## src/rtl/regfile_wb_arbiter.sv

```systemverilog
// Merges scalar-pipeline and vector-coprocessor writebacks onto the single register-file write port; optional WB_BYPASS_EN.
// Latency: scalar 1 cycle; coprocessor 2 cycles via FIFO (1 cycle via bypass when WB_BYPASS_EN is defined).
// Backpressure: scalar never stalls; vx_ready drops when the FIFO is full, on flush, or when vx_addr already has a pending write.
module regfile_wb_arbiter #(
    parameter int DATA_W     = 32,
    parameter int ADDR_W     = 5,
    parameter int FIFO_DEPTH = 4
) (
    input  logic                         clk,
    input  logic                         rst,
    input  logic                         sc_wb_en,
    input  logic [ADDR_W-1:0]            sc_wb_addr,
    input  logic [DATA_W-1:0]            sc_wb_data,
    input  logic                         vx_valid,
    output logic                         vx_ready,
    input  logic [ADDR_W-1:0]            vx_addr,
    input  logic [DATA_W-1:0]            vx_data,
    input  logic                         flush,
    output logic                         wr_en,
    output logic [ADDR_W-1:0]            dest_addr,
    output logic [DATA_W-1:0]            wr_data,
    output logic [(1<<ADDR_W)-1:0]       pending_mask,
    output logic [$clog2(FIFO_DEPTH):0]  fifo_count,
    output logic                         waw_err
);
    localparam int PTR_W = $clog2(FIFO_DEPTH);
    localparam int CNT_W = PTR_W + 1;

    logic [ADDR_W-1:0]      q_addr [FIFO_DEPTH];
    logic [DATA_W-1:0]      q_data [FIFO_DEPTH];
    logic [PTR_W-1:0]       rd_ptr, wr_ptr;
    logic                   full, empty, sc_take, accept, push, pop, bypass;
    logic [(1<<ADDR_W)-1:0] mask_n;

    always_comb begin
        sc_take  = sc_wb_en && (sc_wb_addr != '0);
        full     = (fifo_count == CNT_W'(FIFO_DEPTH));
        empty    = (fifo_count == '0);
        vx_ready = !full && !flush && !pending_mask[vx_addr];
        accept   = vx_valid && vx_ready && (vx_addr != '0);
        // Scalar write to x0 is an idle slot, so the FIFO can drain then.
        pop      = !sc_take && !empty && !flush;
`ifdef WB_BYPASS_EN
        bypass   = accept && empty && !sc_take;
`else
        bypass   = 1'b0;
`endif
        push     = accept && !bypass;
    end

    // Clear after set so a retiring entry always wins over a same-edge set.
    always_comb begin
        mask_n = pending_mask;
        if (push)  mask_n[vx_addr] = 1'b1;
        if (pop)   mask_n[q_addr[rd_ptr]] = 1'b0;
        if (flush) mask_n = '0;
    end

    always_ff @(posedge clk) begin
        if (push) begin
            q_addr[wr_ptr] <= vx_addr;
            q_data[wr_ptr] <= vx_data;
        end
    end

    always_ff @(posedge clk or posedge rst) begin
        if (rst) begin
            wr_en        <= 1'b0;
            dest_addr    <= '0;
            wr_data      <= '0;
            pending_mask <= '0;
            fifo_count   <= '0;
            waw_err      <= 1'b0;
            rd_ptr       <= '0;
            wr_ptr       <= '0;
        end else begin
            pending_mask <= mask_n;
            waw_err      <= waw_err | (sc_take && pending_mask[sc_wb_addr]);
            wr_en        <= sc_take | pop | bypass;
            if (sc_take) begin
                dest_addr <= sc_wb_addr;
                wr_data   <= sc_wb_data;
            end else if (pop) begin
                dest_addr <= q_addr[rd_ptr];
                wr_data   <= q_data[rd_ptr];
            end else if (bypass) begin
                dest_addr <= vx_addr;
                wr_data   <= vx_data;
            end
            if (flush) begin
                rd_ptr     <= '0;
                wr_ptr     <= '0;
                fifo_count <= '0;
            end else begin
                if (push) wr_ptr <= wr_ptr + 1'b1;
                if (pop)  rd_ptr <= rd_ptr + 1'b1;
                fifo_count <= fifo_count + CNT_W'(push) - CNT_W'(pop);
            end
        end
    end
endmodule
```

## config.mk

```make
export PLATFORM = sky130hd
export DESIGN_NAME = regfile_wb_arbiter
export DESIGN_NICKNAME = d
export VERILOG_FILES = /design/src/rtl/regfile_wb_arbiter.sv
export SDC_FILE = /design/constraint.sdc
export NUM_CORES = 1
export LEC_CHECK = 0
export ABC_CLOCK_PERIOD_IN_PS = 9000
export CAP_MARGIN = 30
export CORE_ASPECT_RATIO = 0.6
export CORE_MARGIN = 5
export CORE_UTILIZATION = 30
export CTS_CLUSTER_SIZE = 20
export DETAILED_ROUTE_END_ITERATION = 10
export SLEW_MARGIN = 20
export SYNTH_ARGS = -nofsm -noshare
export SYNTH_HDL_FRONTEND = slang
export SYNTH_SLANG_ARGS = --single-unit
```

## constraint.sdc

```tcl
create_clock -name clk -period 9 [get_ports clk]
set_clock_uncertainty 0.05 [all_clocks]
set_input_delay 1.8 -clock clk [delete_from_list [all_inputs] [get_ports clk]]
set_output_delay 1.8 -clock clk [all_outputs]
set_load 0.03 [all_outputs]
```

==> summary.txt <==
Power
  • VDD IR max: 115.9 uV
  • Clk pwr share: 35.3%
  • Switching pwr: 810.8 uW
  • Logic gate share of total power: 20.7%
  • Seq pwr share: 43.9%
  • Switching part of the total: 28.28%
  • Leak: 0.004433 uW
  • Cell internal pwr: 2056 uW
  • Cell Pwr Density: 225.2 nW/um2

Floorplan
  • Initial Utilization: 30.55%
  • DIE WIDTH: 245.0 um
  • CORE AREA: 32540 um2
  • Total I/O pin count: 154
  • DIE HEIGHT: 151 um
  • Die area: 37000 um2
  • # rows: 51

Logic synthesis
  • Top cell type's share of synthesized area: 44.71%
  • Post-synth EDFFs: 148
  • Yosys Warn Count: 0
  • Most frequent cell after synthesis: edfxtp_1
  • Seq/Total Area, Yosys: 64.34%
  • Mapped Avg Cell Area: 14.20 um2
  • Synth cell count leaders: edfxtp_1, nand2_1, dfrtp_1
  • Synth area leaders: edfxtp_1, dfrtp_1, mux4_2
  • Post-synthesis instance total: 700
  • Ys async rst share: 34.51%
  • Syn Std Cell Area: 9941 um2
  • Post-Syn Nets: 786
  • Post-synthesis cell type count: 54
  • Synth area leader: edfxtp_1
  • Synth Flop Type: edfxtp_1
  • #FFs+latches synth: 226

Status
  • Outcome: completed

STA
  • Fmax: 144.4 MHz
  • Crit share post-route: 76.97%
  • TNS Setup: 0 ns
  • Period minus WS final: 6.927 ns
  • Slew headroom: 43.51%
  • Slew @ Worst Pin: 0.8446 ns
  • Unrepaired setup endpoints after global routing: no
  • Final setup violation count: 0
  • Fin. Hold Viols: 0
  • Max Slew Vio Count: 0

Cells and area
  • Share of cells above drive strength 1: 14.72%
  • Final std cells w/o fill: 1287
  • Nets: 933
  • Fillers: 3044
  • Area grow syn2layout: 28.06%
  • Diodes inserted: 0

Run
  • Max Cap Viol: 0

Routing
  • Via count: 6489
  • Iteration-0 DRC Markers: 479
  • Drt pass-1 iters: 5
  • WL/cell: 21.21 um
  • DRC Markers: 0
  • Vias per inst: 5.042
  • Final wirelength: 27300 um
  • Routed Antenna Nets: 0

Placed design
  • GP Congestion: 0.8967
  • Port bufs: 153
  • Post-DP HPWL: 18370 um
  • # placed instances: 1245

Clocking
  • Post-CTS setup buffer count: 0
  • Post-CTS sizing: 0
  • H-tree depth: 1
  • Num CTS Buffers: 23
  • Clk sinks: 226
  • Cts hold-fix bufs: 0
  • Clk_lat worst skew: 0.51 ns
  • Clock transition at path regs: 0.07 ns
  • Clk buf depth: 3
  • Root buf cell: clkbuf_16
  • TritonCTS clock tree: done

Hold path
  • Kind of path behind the tightest hold check: reg -> reg
  • Hold Path End: waw_err
  • Hold path startpoint: waw_err
  • Depth of the worst hold-timing path: 1

Global route
  • Total gr overflow: 0
  • First-pass GRT wire length: 41400 um
  • Largest net degree at the start of global routing: 71
  • Total GRT Usage: 14.61%
  • Antenna violations before repair: 2
  • Number of global-route vias before repair: 6566

Worst setup path
  • Reg2reg setup slack: 5.55 ns
  • Reg2Reg Depth: 12
  • Critical Path Source Type: input port
  • Reg2reg start: pending_mask[1]
  • Crit-path max FO: 20
  • CP endpoint kind: primary output
  • CP Class: in -> out
  • WP data arrival: 5.08 ns
  • Required @ worst endpoint: 7.15 ns
  • FF-to-FF End: fifo_count[2]
placed cells by master, fill, tap and decap left out, types with 8 or more instances in the layout:
cell type        count
nand3b_1            22
clkbuf_16           23
buf_4               10
o21ai_0             10
a221o_1              8
edfxtp_1           148
a21oi_1             10
nor2_1              67
dfrtp_1             76
inv_1               13
o41ai_2             10
clkdlybuf4s50_1    153
nand2_1            107
mux2i_1             15
mux4_2              48
nor3_1               8
a31oi_1             36
logic make-up (layout without fill, tap and decap cells):
| logic type | count (synthesis) | after routing | synth area share [%] |
|---|---|---|---|
| adders and majority gates | 7 | 7 | 0.9566 |
| and+or+nand+nor | 245 | 245 | 11.66 |
| buffers and inverters | 59 | 222 | 2.605 |
| AOI/OAI and AO/OA | 94 | 94 | 7.439 |
| DFF | 226 | 226 | 64.34 |
| xor gates and xnor gates | 4 | 4 | 0.3525 |
| muxes | 65 | 65 | 12.65 |
power by group through the flow:
| stage | combinational, uW | clock (uW) | sequential, uW |
|---|---|---|---|
| floorplan | 337 | 0 | 1310 |
| global placement | 593 | 0 | 1280 |
| detailed placement | 597 | 0 | 1280 |
| CTS | 598 | 1040 | 1260 |
| global route | 639 | 1080 | 1270 |
| finish | 595 | 1010 | 1260 |
metrics by stage:
| stage | setup WS, ns | hold slack [ns] | util [%] | power [uW] | instance area (um2) |
|---|---|---|---|---|---|
| 2_1_floorplan | 3.916 | 0.4498 | - | 1645 | 9941 |
| 3_3_place_gp | 2.060 | 0.4343 | 36.53 | 1877 | 11890 |
| 3_5_place_dp | 2.031 | 0.4263 | 36.63 | 1881 | 11920 |
| 4_1_cts | 2.015 | 0.4523 | 39.07 | 2906 | 12710 |
| 5_1_grt | 1.985 | 0.4759 | 39.12 | 2994 | 12730 |
| 6_report | 2.073 | 0.4476 | 39.12 | 2867 | 12730 |
registers in the layout, indices dropped and copies added (netlist names):
register,count
q_data,128
pending_mask,32
wr_data,32
q_addr,20
dest_addr,5
fifo_count,3
rd_ptr,2
wr_ptr,2
waw_err,1
wr_en,1
critical path, stage by stage:
cell and delay, ns:
clkdlybuf4s50_1 0.85, nand3b_1 0.54, o221ai_1 0.27, a221oi_2 0.44, and3_1 0.42, clkdlybuf4s50_1 0.74
how the worst max path moves through the flow:
| stage | startpoint | end | slack [ns] | depth (start not counted) |
|---|---|---|---|---|
| 3_3_place_gp | vx_addr[1] | vx_ready | 2.06 | 6 |
| 4_1_cts | vx_addr[1] | vx_ready | 2.02 | 6 |
| 3_5_place_dp | vx_addr[1] | vx_ready | 2.03 | 6 |
| 6_report | vx_addr[3] | vx_ready | 2.07 | 6 |
| 5_1_grt | vx_addr[3] | vx_ready | 1.98 | 6 |
| 2_1_floorplan | vx_addr[4] | vx_ready | 3.92 | 6 |
layer usage:
layer / vias up / routed length (um) / track usage [%]
li1: 2936 / - / -
met1: 3277 / 13200 / 22.04
met2: 236 / 11540 / 21.23
met3: 36 / 2090 / 4.233
met4: 4 / 442 / 2.607
met5: - / 27 / 0
cell type report:
type | instances | area, um2 | area share (%)
clock buffer | 29 | 628.1 | 4.934
clock inverter | 12 | 165.2 | 1.297
inverter | 15 | 57.56 | 0.4521
multi-input combinational | 415 | 3301 | 25.93
sequential | 226 | 6401 | 50.29
tap | 424 | 530.5 | 4.167
timing repair buffer | 166 | 1647 | 12.93
(Power assumes the default switching activity.)
